[src/rtl/stoch_window_counter_pkg.sv]
// Shared definitions for the stochastic-bitstream operators.
//   state_t       : window-counter FSM state encoding (idle / accumulating)
//   window_len()  : number of enabled samples in one window for a given width
package stoch_window_counter_pkg;

  typedef enum logic [0:0] {
    ST_IDLE = 1'b0,
    ST_ACC  = 1'b1
  } state_t;

  function automatic int unsigned window_len(input int unsigned width);
    return 32'd1 << width;
  endfunction

endpackage

[src/rtl/stoch_window_counter.sv]
// Converts a unipolar stochastic bitstream into a binary magnitude by counting
// ones over a window of 2^WIDTH enabled samples.
//
// Ports:
//   CLK   : system clock, all state changes on the rising edge
//   INIT  : synchronous active-high reset, overrides every other input
//   START : single-cycle pulse that begins or restarts a window
//   CONT  : 1 = back-to-back windows, 0 = one window then idle (sampled at window end)
//   EN    : sample qualifier; IN is counted only when EN=1
//   IN    : stochastic bitstream input
//   OUT   : last completed window count, saturated to 2^WIDTH-1
//   VALID : one-cycle strobe, OUT/SAT were updated on the preceding edge
//   SAT   : last completed window was all ones (count reached 2^WIDTH)
//   BUSY  : a window is in progress
module stoch_window_counter
  import stoch_window_counter_pkg::*;
#(
  parameter int unsigned WIDTH = 8
) (
  input  logic             CLK,
  input  logic             INIT,
  input  logic             START,
  input  logic             CONT,
  input  logic             EN,
  input  logic             IN,
  output logic [WIDTH-1:0] OUT,
  output logic             VALID,
  output logic             SAT,
  output logic             BUSY
);

  localparam int unsigned WIN = window_len(WIDTH);

  state_t           state;
  logic [WIDTH:0]   acc;
  logic [WIDTH-1:0] scnt;
  logic [WIDTH:0]   acc_next;
  logic             last_sample;

  always_comb begin
    acc_next    = acc + {{WIDTH{1'b0}}, IN};
    last_sample = EN && (32'(scnt) == WIN - 1);
  end

  // Window end takes precedence over START so a coincident START still lets
  // the finishing window publish; START then only forces the next window on.
  always_ff @(posedge CLK) begin
    if (INIT) begin
      state <= ST_IDLE;
      acc   <= '0;
      scnt  <= '0;
      OUT   <= '0;
      VALID <= 1'b0;
      SAT   <= 1'b0;
      BUSY  <= 1'b0;
    end else begin
      VALID <= 1'b0;
      case (state)
        ST_IDLE: begin
          if (START) begin
            state <= ST_ACC;
            acc   <= '0;
            scnt  <= '0;
            BUSY  <= 1'b1;
          end
        end
        ST_ACC: begin
          if (last_sample) begin
            // acc_next[WIDTH] set means every sample was a one (count = 2^WIDTH)
            OUT   <= acc_next[WIDTH] ? '1 : acc_next[WIDTH-1:0];
            SAT   <= acc_next[WIDTH];
            VALID <= 1'b1;
            acc   <= '0;
            scnt  <= '0;
            if (!(CONT || START)) begin
              state <= ST_IDLE;
              BUSY  <= 1'b0;
            end
          end else if (START) begin
            acc  <= '0;
            scnt <= '0;
          end else if (EN) begin
            acc  <= acc_next;
            scnt <= scnt + 1'b1;
          end
        end
        default: begin
          state <= ST_IDLE;
          BUSY  <= 1'b0;
        end
      endcase
    end
  end

endmodule
[config.mk]
export PLATFORM = sky130hd
export DESIGN_NAME = stoch_window_counter
export DESIGN_NICKNAME = d
export VERILOG_FILES = /design/src/rtl/stoch_window_counter_pkg.sv /design/src/rtl/stoch_window_counter.sv
export SDC_FILE = /design/constraint.sdc
export NUM_CORES = 1
export LEC_CHECK = 0
export BUFFER_PORTS_ARGS = -buffer_cell sky130_fd_sc_hd__buf_2
export CORE_MARGIN = 2
export CORE_UTILIZATION = 55
export CTS_CLUSTER_DIAMETER = 30
export DETAILED_ROUTE_END_ITERATION = 16
export PLACE_DENSITY = 0.82
export SYNTH_ARGS = -nofsm -noshare
export SYNTH_HDL_FRONTEND = slang
export SYNTH_SLANG_ARGS = --single-unit
[constraint.sdc]
create_clock -name CLK -period 1.7 [get_ports CLK]
set_input_delay 0.085 -clock CLK [delete_from_list [all_inputs] [get_ports CLK]]
set_output_delay 0.085 -clock CLK [all_outputs]
set_load 0.01 [all_outputs]
Word level (Yosys, flattened, before mapping) --
Cells that the tools add are included. Widths: inputs -> output; s select.
Word-level totals: logic and storage cells 41, output and inout bits 11, flip-flop bits (word level) 29
Operators by class: add/sub/neg operators 2, equal/unequal tests 5, reduce and logical (&&, ||, !) cells 6, multiplexer cells 20, bitwise logic cells 1
Operators by type and width (number):
- $mux 8 | 5
- $mux 9 | 4
- $pmux 9 s2 | 1
- $pmux 8 s2 | 1
- $add 9x1->9 | 1
- $add 8x1->8 const B | 1
- $eq 8x8->1 const B | 1
- $mux 1 | 7
- $ne 2x2->1 const B | 2
- $ne 4x3->1 const B | 1
- $pmux 1 s2 | 2
- $reduce_and 2->1 | 2
- $reduce_and 3->1 | 1
- $ne 2x1->1 const B | 1
- $reduce_or 2->1 | 1
- $logic_and 1x1->1 | 1
- $logic_or 1x1->1 | 1
- $not 1->1 | 1

Logic depth before layout (Yosys ltp) --
Gate-level depths: netlist of the first run.
depth in word-level cells 5, mapped depth 6, depth with buffers taken out 6

Least setup slack after synthesis of the first run --
OpenSTA, ideal clock, no wires.
kind reg-to-reg, start register acc[0], end register OUT[5], arrival 1.459 ns, period minus slack after synthesis 1.545 ns, cell stages (with the launch flop) 7, required time 1.614 ns, setup slack 0.155 ns, cell sequence dfxtp_1 -> ha_1 -> ha_1 -> and3_1 -> a21boi_1 -> nor3_4 -> a211oi_1
Between the ends: longest elaborated chain between the ends 2
RTL lines:
- start: declaration | line stoch_window_counter.sv:35 | logic [WIDTH:0] acc;
- start signal: assignment | line stoch_window_counter.sv:83 | acc <= acc_next;
- $add 9x1->9 | line stoch_window_counter.sv:41 | acc_next = acc + {{WIDTH{1'b0}}, IN};
- $mux 8 | line stoch_window_counter.sv:70 | OUT <= acc_next[WIDTH] ? '1 : acc_next[WIDTH-1:0];
- end signal: assignment | line stoch_window_counter.sv:70
- end: declaration | line stoch_window_counter.sv:26 | output logic [WIDTH-1:0] OUT,
Every way passes these cells. A chain may end at the register's enable or synchronous reset.

Final worst setup path of the first run --
start register scnt[0], end register acc[8]
Between the ends: longest elaborated chain between the ends 4, elaborated cells between the ends (all ways) 6, classes of those cells eq/ne (2); mux (2); reduce/logical (2)
RTL lines:
- start: declaration | line stoch_window_counter.sv:36 | logic [WIDTH-1:0] scnt;
- start signal: assignment | line stoch_window_counter.sv:84 | scnt <= scnt + 1'b1;
- $eq 8x8->1 * | line stoch_window_counter.sv:42 | last_sample = EN && (32'(scnt) == WIN - 1);
- $logic_and 1x1->1 * | line stoch_window_counter.sv:42
- $ne 4x3->1 (no source line) or $mux 9 (tied branches)
- $reduce_and 2->1 (no source line) or $pmux 9 s2 (tied branches)
Every way passes the cells marked *; elsewhere a longest branch is shown, timed or not.

==> flow_metrics.env, run 1 <==
export IMPL_synth_area_leaders="dfxtp_1, nor2_1, xnor2_1, ha_1, a211oi_1"
export IMPL_initial_core_util=0.575
export IMPL_finalPower_uw=1240
export IMPL_layout_min_cycle_time_ns=1.58
export IMPL_syn2layout_area_growth_pct=16.3
export IMPL_hpwlAfterDp_mm=2.11
export IMPL_holdWs_ns=0.0731
export IMPL_die_w_um=54.7
export IMPL_wl_met3_um=158
export IMPL_routabilityCongestion=0.899
export IMPL_grt_first_pass_wirelength_mm=4.41
export IMPL_wl_met1_mm=1.35
export IMPL_r2r_setup_slack_ns=0.12
export IMPL_yosys_warnings=0
export IMPL_io_pins=17
export IMPL_numCtsBuffers=5
export IMPL_root_buffer="clkbuf_4"
export IMPL_hold_class="input port to flop"
export IMPL_overflow=0
export IMPL_finalSetupViolations=0
export IMPL_maxCapViolations=0
export IMPL_timing_setup_tns_ns=0
export IMPL_dr_total_vias=1210
export IMPL_grt_max_degree=21
export IMPL_power_density_nw_per_um2=755
export IMPL_place_port_buffers=16
export IMPL_die_h_um=54.7
export IMPL_max_freq_mhz=632
export IMPL_clock_sinks=29
export IMPL_skew_ns=0.00611
export IMPL_synth_edf_count=0
export IMPL_synth_most_common_cell="dfxtp_1"
export IMPL_syn_area_per_cell_um2=8.99
export IMPL_arrival_ns=1.85
export IMPL_row_count=18
export IMPL_max_slew_margin_rel=0.746
export IMPL_yosysTopAreaCell="dfxtp_1"
export IMPL_cp_end_kind="flop"
export IMPL_clk_pin_slew_ns=0.09
export IMPL_vdd_drop_max_v=0.000557
export IMPL_cellLeakagePower_uw=0.000620
export IMPL_vias_per_cell=5.76
export IMPL_path_class="flop to flop"
export IMPL_netlist_area_um2=1410
export IMPL_stdcell_area_um2=1640
export IMPL_finalCritPeriodShare=0.931
export IMPL_reg2reg_to="acc[8]$_SDFFE_PP0P_"
export IMPL_clockBufferDepth=2
export IMPL_die_area_um2=2990
export IMPL_drt_iter0_drc=15
export IMPL_place_area_um2=1530
export IMPL_diodes=0
export IMPL_core_um2=2450
export IMPL_routed_wl_met2_mm=1.44
export IMPL_synth_flop_cell="dfxtp_1"
export IMPL_grt_pass1_vias=1057
export IMPL_critPathLaunch="scnt[0]$_SDFFE_PP0P_"
export IMPL_tightest_slew_ns=0.379
export IMPL_hold_path_cell_count=3
export IMPL_antenna_found_initial=0
export IMPL_crit_required_ns=1.96
export IMPL_finalNonFillerCells=210
export IMPL_track_usage=0.210
export IMPL_h_tree_depth=2
export IMPL_status="finished, final reports clean"
export IMPL_holdBufCountCts=0
export IMPL_finalHoldViolCount=0
export IMPL_routed_top_layer="met4"
export IMPL_synthCells=157
export IMPL_clk_latency_ns=0.33
export IMPL_synthArstFlopShare=0
export IMPL_nets=189
export IMPL_synth_nets=167
export IMPL_min_to="state$_SDFF_PP0_"
export IMPL_drc=0
export IMPL_synthDistinctLibCells=38
export IMPL_rsz0062_at_grt="no"
export IMPL_cts_tree="done"
export IMPL_post_drt_wl_per_cell_um=14.2
export IMPL_synth_top_area_share=0.411
export IMPL_routed_wl_mm=2.98
export IMPL_postRouteAntennaNets=0
export IMPL_synth_seq_area_share=0.411
export IMPL_dr_pass1_iters=4
export IMPL_synth_commonest_cells="dfxtp_1, nor2_1"
export IMPL_worstReg2RegStart="scnt[0]$_SDFFE_PP0P_"
export IMPL_hold_path_startpoint="START"
export IMPL_r2r_cells=5
export IMPL_drv_slew=0
export IMPL_worst_path_max_fanout=8
export IMPL_synth_seq_cells=29
export IMPL_dp_cells=201
export IMPL_layout_drive_gt1_share=0.233
export IMPL_start_kind="flop"
## cells in the final DEF, fill, tap and decap left out, types with 2 or more instances in the layout
| cell | n |
|---|---|
| a21oi_1 | 7 |
| nor2b_1 | 2 |
| dfxtp_1 | 29 |
| nor3b_1 | 2 |
| nand4_1 | 3 |
| nor3_1 | 5 |
| nor3_4 | 2 |
| inv_1 | 2 |
| nand2_1 | 7 |
| clkbuf_4 | 5 |
| a211oi_1 | 6 |
| nand3_1 | 4 |
| mux2i_1 | 3 |
| a31oi_1 | 7 |
| nand4_4 | 2 |
| xor2_1 | 2 |
| buf_2 | 16 |
| a22oi_1 | 2 |
| nor4_1 | 2 |
| buf_4 | 5 |
| ha_1 | 3 |
| and3_1 | 2 |
| clkbuf_8 | 2 |
| nand2b_1 | 4 |
| and3_4 | 2 |
| nor2_1 | 27 |
| xnor2_1 | 7 |
| o21ai_0 | 7 |
## power breakdown
group / total (uW) / internal (uW) / leakage [uW] / switching, uW
Sequential: 691 / 684 / 0.000234 / 6.95
Clock: 485 / 239 / 0.0000413 / 246
Combinational: 63.7 / 23.2 / 0.000344 / 40.5
## worst max-delay path, cell delays in order, from the launching register on
cell	delay (ns)
dfxtp_1	0.34
ha_1	0.22
and3_4	0.22
a211oi_4	0.40
o21ai_0	0.15
a31oi_1	0.19
## registers in the layout, summed over array words and instances, names as in the netlist
name / cells
acc: 9
OUT: 8
scnt: 8
BUSY: 1
SAT: 1
VALID: 1
state: 1
## worst max path at each step
stage	to	slack [ns]	cells after the start
4_1_cts	OUT[2]$_SDFFE_PP0P_	0.008	6
6_report	acc[8]$_SDFFE_PP0P_	0.12	5
3_3_place_gp	OUT[4]$_SDFFE_PP0P_	0.1	6
5_1_grt	OUT[6]$_SDFFE_PP0P_	0.005	6
2_1_floorplan	OUT[5]$_SDFFE_PP0P_	0.15	6
3_5_place_dp	OUT[7]$_SDFFE_PP0P_	0.01	6
## stage by stage
step            util  worst slack [ns]
3_3_place_gp   0.624            0.0951
3_5_place_dp   0.624            0.0150
6_report       0.669             0.116
4_1_cts        0.654           0.00802
5_1_grt        0.669           0.00522
2_1_floorplan      -             0.155
## routing by layer
layer,GRT usage,up-vias
met3,0.0820,5
met4,0.0750,0
met2,0.335,34
met1,0.254,562
li1,-,609
met5,0,-
## repair_timing
| item | CTS | global route |
|---|---|---|
| gates cloned | 0 | 0 |
| pin swaps | 0 | 2 |
| resized for setup | 1 | 5 |
| setup endpoints to repair | 3 | 9 |
| setup buffers | 0 | 1 |
## logic make-up after synthesis
family,share of synthesized area
compound gates,0.155
xor+xnor,0.0559
fa+ha+maj,0.0355
buf+inv,0.0248
flops,0.411
mux,0.0213
simple gates,0.296
## area by class of cell
cell class                      instances  area (um^2)
Clock buffer                            7         65.1
Clock inverter                          1         5.00
Fill cell                             187          813
Inverter                                2         7.51
Multi-Input combinational cell        120          828
Sequential cell                        29          581
Tap cell                               30         37.5
Timing Repair Buffer                   21          118
Note: power is estimated with default switching activity, not from simulation.
==> run 2, diff against run 1 <==
- ABC_AREA: default -> 1
==> run 2 against run 1 <==
Against the previous run:
- cell count grew 30%
- synthesized cell count grew 41%
- worst setup slack gained 0.079 ns
- sequential share of layout area grew 0.30 points
- combinational power grew 7.4%
- via count grew 13%
- count of clock-buffer cells in the layout shrank 1
- maximum frequency grew 5.3%
- total power shrank 6.3%
- global-route usage shrank 1.1 points
- wire length shrank 0.94%
- flip-flop and latch count is the same
- largest power group unchanged
==> flow_metrics.env, run 2 <==
export IMPL_critPathLaunch="acc[0]$_SDFFE_PP0P_"
export IMPL_worst_path_max_fanout=5
export IMPL_finalCritPeriodShare=0.885
export IMPL_grt_pass1_vias=1116
export IMPL_synthDistinctLibCells=23
export IMPL_post_drt_wl_per_cell_um=10.8
export IMPL_drv_slew=0
export IMPL_layout_min_cycle_time_ns=1.50
export IMPL_clock_sinks=29
export IMPL_final_cell_mix="nand2_1, nor2_1, dfxtp_1"
export IMPL_routabilityCongestion=0.883
export IMPL_regMostFlops="acc"
export IMPL_largest_register_ffs=9
export IMPL_tightest_slew_ns=0.443
export IMPL_synth_area_leaders="dfxtp_1, nand2_1, nor2_1, inv_1, a21oi_1"
export IMPL_numCtsBuffers=5
export IMPL_postRouteAntennaNets=0
export IMPL_muxShareOfSynthArea=0
export IMPL_max_freq_mhz=665
export IMPL_clk_pin_slew_ns=0.10
export IMPL_reg2reg_to="OUT[1]$_SDFFE_PP0P_"
export IMPL_drt_iter0_drc=37
export IMPL_final_util=0.651
export IMPL_cts_setup_buffers=0
export IMPL_synth_compound_area_frac=0.0989
export IMPL_synthXorXnorAreaFrac=0.0179
export IMPL_finalNonFillerCells=274
export IMPL_yosys_area_share_simple=0.354
export IMPL_h_tree_depth=2
export IMPL_drc=0
export IMPL_synthCells=222
export IMPL_synth_commonest_cells="nand2_1, nor2_1, dfxtp_1"
export IMPL_nets=253
export IMPL_skew_ns=0.0156
export IMPL_vias_per_cell=5.00
export IMPL_holdWs_ns=0.00974
export IMPL_multi_input_area_um2=751
export IMPL_path_class="flop to flop"
export IMPL_synth_seq_area_share=0.396
export IMPL_arrival_ns=1.73
export IMPL_maxCapViolations=0
export IMPL_crit_end="OUT[1]$_SDFFE_PP0P_"
export IMPL_yosys_warnings=0
export IMPL_synthArstFlopShare=0
export IMPL_dp_cells=266
export IMPL_netlist_area_um2=1470
export IMPL_synth_nets=232
export IMPL_hold_class="input port to flop"
export IMPL_cts_tree="done"
export IMPL_syn2layout_area_growth_pct=10.9
export IMPL_synthAdderAreaFrac=0.0341
export IMPL_crit_required_ns=1.93
export IMPL_synth_most_common_cell="nand2_1"
export IMPL_r2r_cells=9
export IMPL_start_kind="flop"
export IMPL_status="finished, final reports clean"
export IMPL_holdBufCountCts=0
export IMPL_die_h_um=55.7
export IMPL_finalHoldViolCount=0
export IMPL_die_w_um=55.7
export IMPL_place_port_buffers=16
export IMPL_final_common_cell="nand2_1"
export IMPL_synth_seq_cells=29
export IMPL_fillers=223
export IMPL_synth_flop_cell="dfxtp_1"
export IMPL_synth_top_area_share=0.396
export IMPL_diodes=0
export IMPL_vdd_drop_max_v=0.000661
export IMPL_grt_first_pass_wirelength_mm=4.82
export IMPL_cellLeakagePower_uw=0.000742
export IMPL_finalSetupViolations=0
export IMPL_row_count=18
export IMPL_root_buffer="clkbuf_4"
export IMPL_synth_top_family_by_area="simple AND/OR/NAND/NOR gates"
export IMPL_overflow=0
export IMPL_clk_latency_ns=0.34
export IMPL_dr_total_vias=1369
export IMPL_r2r_setup_slack_ns=0.20
export IMPL_syn_area_per_cell_um2=6.61
export IMPL_io_pins=17
export IMPL_initial_core_util=0.587
export IMPL_max_slew_margin_rel=0.704
export IMPL_antenna_found_initial=0
export IMPL_timing_setup_tns_ns=0
export IMPL_power_density_nw_per_um2=713
export IMPL_finalPower_uw=1160
export IMPL_core_um2=2500
export IMPL_reg_largest_list="acc: 9 flops, OUT: 8 flops, scnt: 8 flops"
export IMPL_track_usage=0.199
export IMPL_die_area_um2=3100
export IMPL_cp_end_kind="flop"
export IMPL_register_area_um2=581
export IMPL_dr_pass1_iters=4
export IMPL_hpwlAfterDp_mm=2.17
export IMPL_worstReg2RegStart="acc[0]$_SDFFE_PP0P_"
export IMPL_rsz0062_at_grt="no"
export IMPL_synth_edf_count=0
export IMPL_yosysTopAreaCell="dfxtp_1"
export IMPL_clockBufferDepth=2
export IMPL_layout_drive_gt1_share=0.135
export IMPL_grt_max_degree=16
export IMPL_routed_wl_mm=2.95
[run 2: cell count changes after synthesis, sizes merged, moves of 4 or more]
cell | before | now
nand2 | 8 | 66
inv | 2 | 28
a21oi | 7 | 20
nand3 | 5 | 16
nor2 | 27 | 35
a211oi | 7 | 0
a31oi | 7 | 0
xnor2 | 7 | 1
and3 | 4 | 0
nand2b | 4 | 0
nand4 | 5 | 1
nor3 | 7 | 3
[run 2: cell type report]
class | count | area share
inverters | 28 | 0.0646
multi-input cells | 160 | 0.461
repair buffers | 19 | 0.0630
flip-flops and latches | 29 | 0.357
well taps | 30 | 0.0231
clock buffers | 6 | 0.0254
clock inverters | 2 | 0.00615
[run 2: critical path, cell delays in order, from the launching register on]
cell and delay [ns]:
dfxtp_1 0.36, ha_1 0.15, ha_1 0.19, nand2_1 0.09, nor2_1 0.13, nand2_1 0.07, nand2_1 0.06, nand2_1 0.10
inv_1 0.16, a21oi_1 0.09
[run 2: worst min-delay path by stage]
stage / slack [ns] / start / endpoint / depth (start not counted)
after floorplan: 0.17 / INIT / VALID$_SDFF_PP0_ / 1
after CTS: 0.01 / CONT / BUSY$_SDFFE_PP0P_ / 5
after global routing: 0.04 / CONT / BUSY$_SDFFE_PP0P_ / 5
final: 0.01 / CONT / BUSY$_SDFFE_PP0P_ / 5
after detailed placement: 0.36 / CONT / BUSY$_SDFFE_PP0P_ / 5
after global placement: 0.35 / CONT / BUSY$_SDFFE_PP0P_ / 5
[run 2: per-stage QoR]
| stage | area [um^2] | worst slack [ns] |
|---|---|---|
| after floorplan | 1470 | 0.333 |
| after global placement | 1570 | 0.219 |
| after detailed placement | 1570 | 0.173 |
| after CTS | 1620 | 0.169 |
| after global routing | 1630 | 0.00752 |
| final | 1630 | 0.196 |
[run 2: where the power goes]
part           leakage [uW]  internal, uW  switching, uW  total, uW
clock network     0.0000320           157            247        405
registers          0.000234           684           3.65        688
logic              0.000476          21.4           47.0       68.4
[run 2: kinds of logic after synthesis]
family	count (synthesis)
simple gates	125
compound gates	28
fa+ha+maj	4
buf+inv	33
flops	29
xor+xnor	3
[run 2: repair_timing]
| item | 4_1_cts | 5_1_grt |
|---|---|---|
| setup endpoints to repair | 0 | 2 |
| gates resized for setup | 0 | 2 |
| endpoints found under the hold margin | 0 | 0 |
[run 2: per-layer routing]
layer	GRT usage	vias to the layer above	part of all wire
met5	0	-	0
met4	0.0732	0	0.014
met3	0.0628	5	0.067
met2	0.289	39	0.42
met1	0.277	593	0.50
li1	-	732	-
==> run 3, diff against run 2 <==
- clock period: 1.7 -> 1.4 ns (I/O delays scaled with it)
==> run 3 against run 2 <==
Against the previous run:
- the flow now finishes with violations (setup timing)
- non-clock buffer count is 16 higher
- flip-flop and latch count is the same
- combinational power grew 61%
- clock power grew 31%
- worst setup slack worse by 0.22 ns
- register-to-register slack got worse by 0.22 ns
- count of clock-buffer cells in the layout increased by 1
- worst hold slack gained 0.0019 ns
- total power is 27% higher
- critical endpoint is now acc[5]$_SDFFE_PP0P_
==> flow_metrics.env, run 3 (synthesis gave the netlist of run 2 again) <==
export IMPL_status="finished with violations"
export IMPL_failed_checks="setup timing"
export IMPL_p_comb_frac=0.074
export IMPL_fillers=161
export IMPL_layout_min_cycle_time_ns=1.42
export IMPL_finalHoldViolCount=0
export IMPL_grt_pass1_vias=1376
export IMPL_worst_path_max_fanout=4
export IMPL_critical_path_depth=8
export IMPL_power_switching_uw=369
export IMPL_cp_end_kind="flop"
export IMPL_dr_total_vias=1606
export IMPL_routed_wl_met2_mm=1.97
export IMPL_arrival_ns=1.64
export IMPL_cellLeakagePower_uw=0.000843
export IMPL_vias_per_cell=5.54
export IMPL_wl_met3_um=336
export IMPL_final_common_cell="nand2_1"
export IMPL_grt_max_degree=16
export IMPL_hold_path_startpoint="CONT"
export IMPL_power_frac_clock=0.360
export IMPL_place_area_um2=1660
export IMPL_skew_ns=0.0154
export IMPL_dr_pass1_iters=7
export IMPL_diodes=0
export IMPL_die_w_um=55.7
export IMPL_drc=0
export IMPL_holdWs_ns=0.0117
export IMPL_track_usage=0.239
export IMPL_drv_slew=0
export IMPL_power_density_nw_per_um2=762
export IMPL_max_freq_mhz=703
export IMPL_final_cell_mix="nand2_1, nor2_1, inv_1"
export IMPL_holdBufCountCts=0
export IMPL_max_slew_margin_rel=0.688
export IMPL_hpwlAfterDp_mm=2.27
export IMPL_r2r_cells=8
export IMPL_p_sw_frac=0.249
export IMPL_finalSetupViolations=2
export IMPL_p_int_uw=1110
export IMPL_layout_drive_gt1_share=0.315
export IMPL_syn2layout_area_growth_pct=32.1
export IMPL_nets=270
export IMPL_largest_register_ffs=9
export IMPL_root_buffer="clkbuf_4"
export IMPL_rsz0062_at_grt="yes"
export IMPL_routed_wl_mm=4.06
export IMPL_routabilityCongestion=0.840
export IMPL_start_kind="flop"
export IMPL_overflow=0
export IMPL_hold_path_cell_count=5
export IMPL_grt_first_pass_wirelength_mm=5.82
export IMPL_crit_required_ns=1.62
export IMPL_clockBufferDepth=2
export IMPL_tightest_slew_ns=0.467
export IMPL_wl_met1_mm=1.63
export IMPL_path_delay_family="simple AND/OR/NAND/NOR gates"
export IMPL_seqPwrFrac=0.566
export IMPL_worstReg2RegStart="acc[0]$_SDFFE_PP0P_"
export IMPL_cp_slowest_stage_delay_ns=0.37
export IMPL_regMostFlops="acc"
export IMPL_cts_tree="done"
export IMPL_h_tree_depth=2
export IMPL_slowest_stage="dfxtp_2"
export IMPL_antenna_found_initial=0
export IMPL_vdd_drop_max_v=0.000846
export IMPL_die_h_um=55.7
export IMPL_path_cells="buf_4 > ha_4 > nand3_4 > or2_2 > nand2_2 > nor2_1 > nor2_1 > nor2_1"
export IMPL_fin_ws_ns=-0.0215
export IMPL_place_port_buffers=16
export IMPL_path_class="flop to flop"
export IMPL_post_drt_wl_per_cell_um=14.0
export IMPL_io_pins=17
export IMPL_critPathLaunch="acc[0]$_SDFFE_PP0P_"
export IMPL_routed_top_layer="met4"
export IMPL_maxCapViolations=0
export IMPL_die_area_um2=3100
export IMPL_reg_largest_list="acc: 9 flops, OUT: 8 flops, scnt: 8 flops"
export IMPL_clk_pin_slew_ns=0.09
export IMPL_core_um2=2500
export IMPL_cp_num_buf_inv=1
export IMPL_drt_iter0_drc=62
export IMPL_initial_core_util=0.587
export IMPL_clock_sinks=29
export IMPL_postRouteAntennaNets=0
export IMPL_clk_latency_ns=0.34
export IMPL_finalCritPeriodShare=1.02
export IMPL_final_util=0.776
export IMPL_stdcell_area_um2=1940
export IMPL_numCtsBuffers=5
export IMPL_row_count=18
export IMPL_hold_class="input port to flop"
export IMPL_worst_path_most_repeated_cell="nor2_1"
## run 3: changes by cell type in the layout (fill, tap and decap cells not counted), sizes merged
cell	previous run	this run
buf	19	35
clkbuf	6	7
clkinv	2	0
nand3	16	17
## run 3: area by class of cell
type	instances	area (um^2)	area share
Multi-Input combinational cell	161	925	0.477
Tap cell	30	37.5	0.0194
Inverter	28	108	0.0555
Clock buffer	7	55.1	0.0284
Timing Repair Buffer	35	226	0.117
Sequential cell	29	588	0.303
## run 3: layer usage
| layer | vias to the layer above | GRT usage |
|---|---|---|
| li1 | 778 | - |
| met1 | 724 | 0.313 |
| met2 | 87 | 0.369 |
| met3 | 17 | 0.0488 |
| met4 | 0 | 0.129 |
| met5 | - | 0 |
## run 3: tightest hold or removal path, delay by kind of cell
kind | cells | cell delay (ns)
buffers and inverters | 2 | 0.12
AND/OR/NAND/NOR | 3 | 0.12
## run 3: final timing paths
| check | to | slack (ns) |
|---|---|---|
| min reg2reg | acc[7]$_SDFFE_PP0P_ | 0.50 |
| min | BUSY$_SDFFE_PP0P_ | 0.01 |
| max reg2reg | acc[5]$_SDFFE_PP0P_ | -0.02 |
| max | acc[5]$_SDFFE_PP0P_ | -0.02 |
## run 3: what timing repair did
action,4_1_cts,5_1_grt
gates resized for setup,19,31
endpoints found under the setup margin,27,28
cloned,1,0
pin swaps,6,8
buffers inserted,3,0
## run 3: power groups by stage
| stage | combinational [uW] | sequential [uW] | clock (uW) |
|---|---|---|---|
| finish | 110 | 836 | 532 |
| global route | 120 | 837 | 566 |
| CTS | 103 | 835 | 527 |
| detailed placement | 95.6 | 854 | 0 |
| global placement | 94.8 | 854 | 0 |
| floorplan | 55.1 | 855 | 0 |
## run 3: per-stage QoR
| step | setup slack [ns] | total power, uW | setup TNS, ns | std cells |
|---|---|---|---|---|
| CTS | 0.00294 | 1460 | 0 | 290 |
| detailed placement | -0.0967 | 949 | -0.731 | 279 |
| global route | -0.0942 | 1520 | -0.725 | 290 |
| floorplan | 0.0327 | 910 | 0 | 222 |
| finish | -0.0215 | 1480 | -0.0265 | 290 |
| global placement | -0.0272 | 948 | -0.157 | 279 |
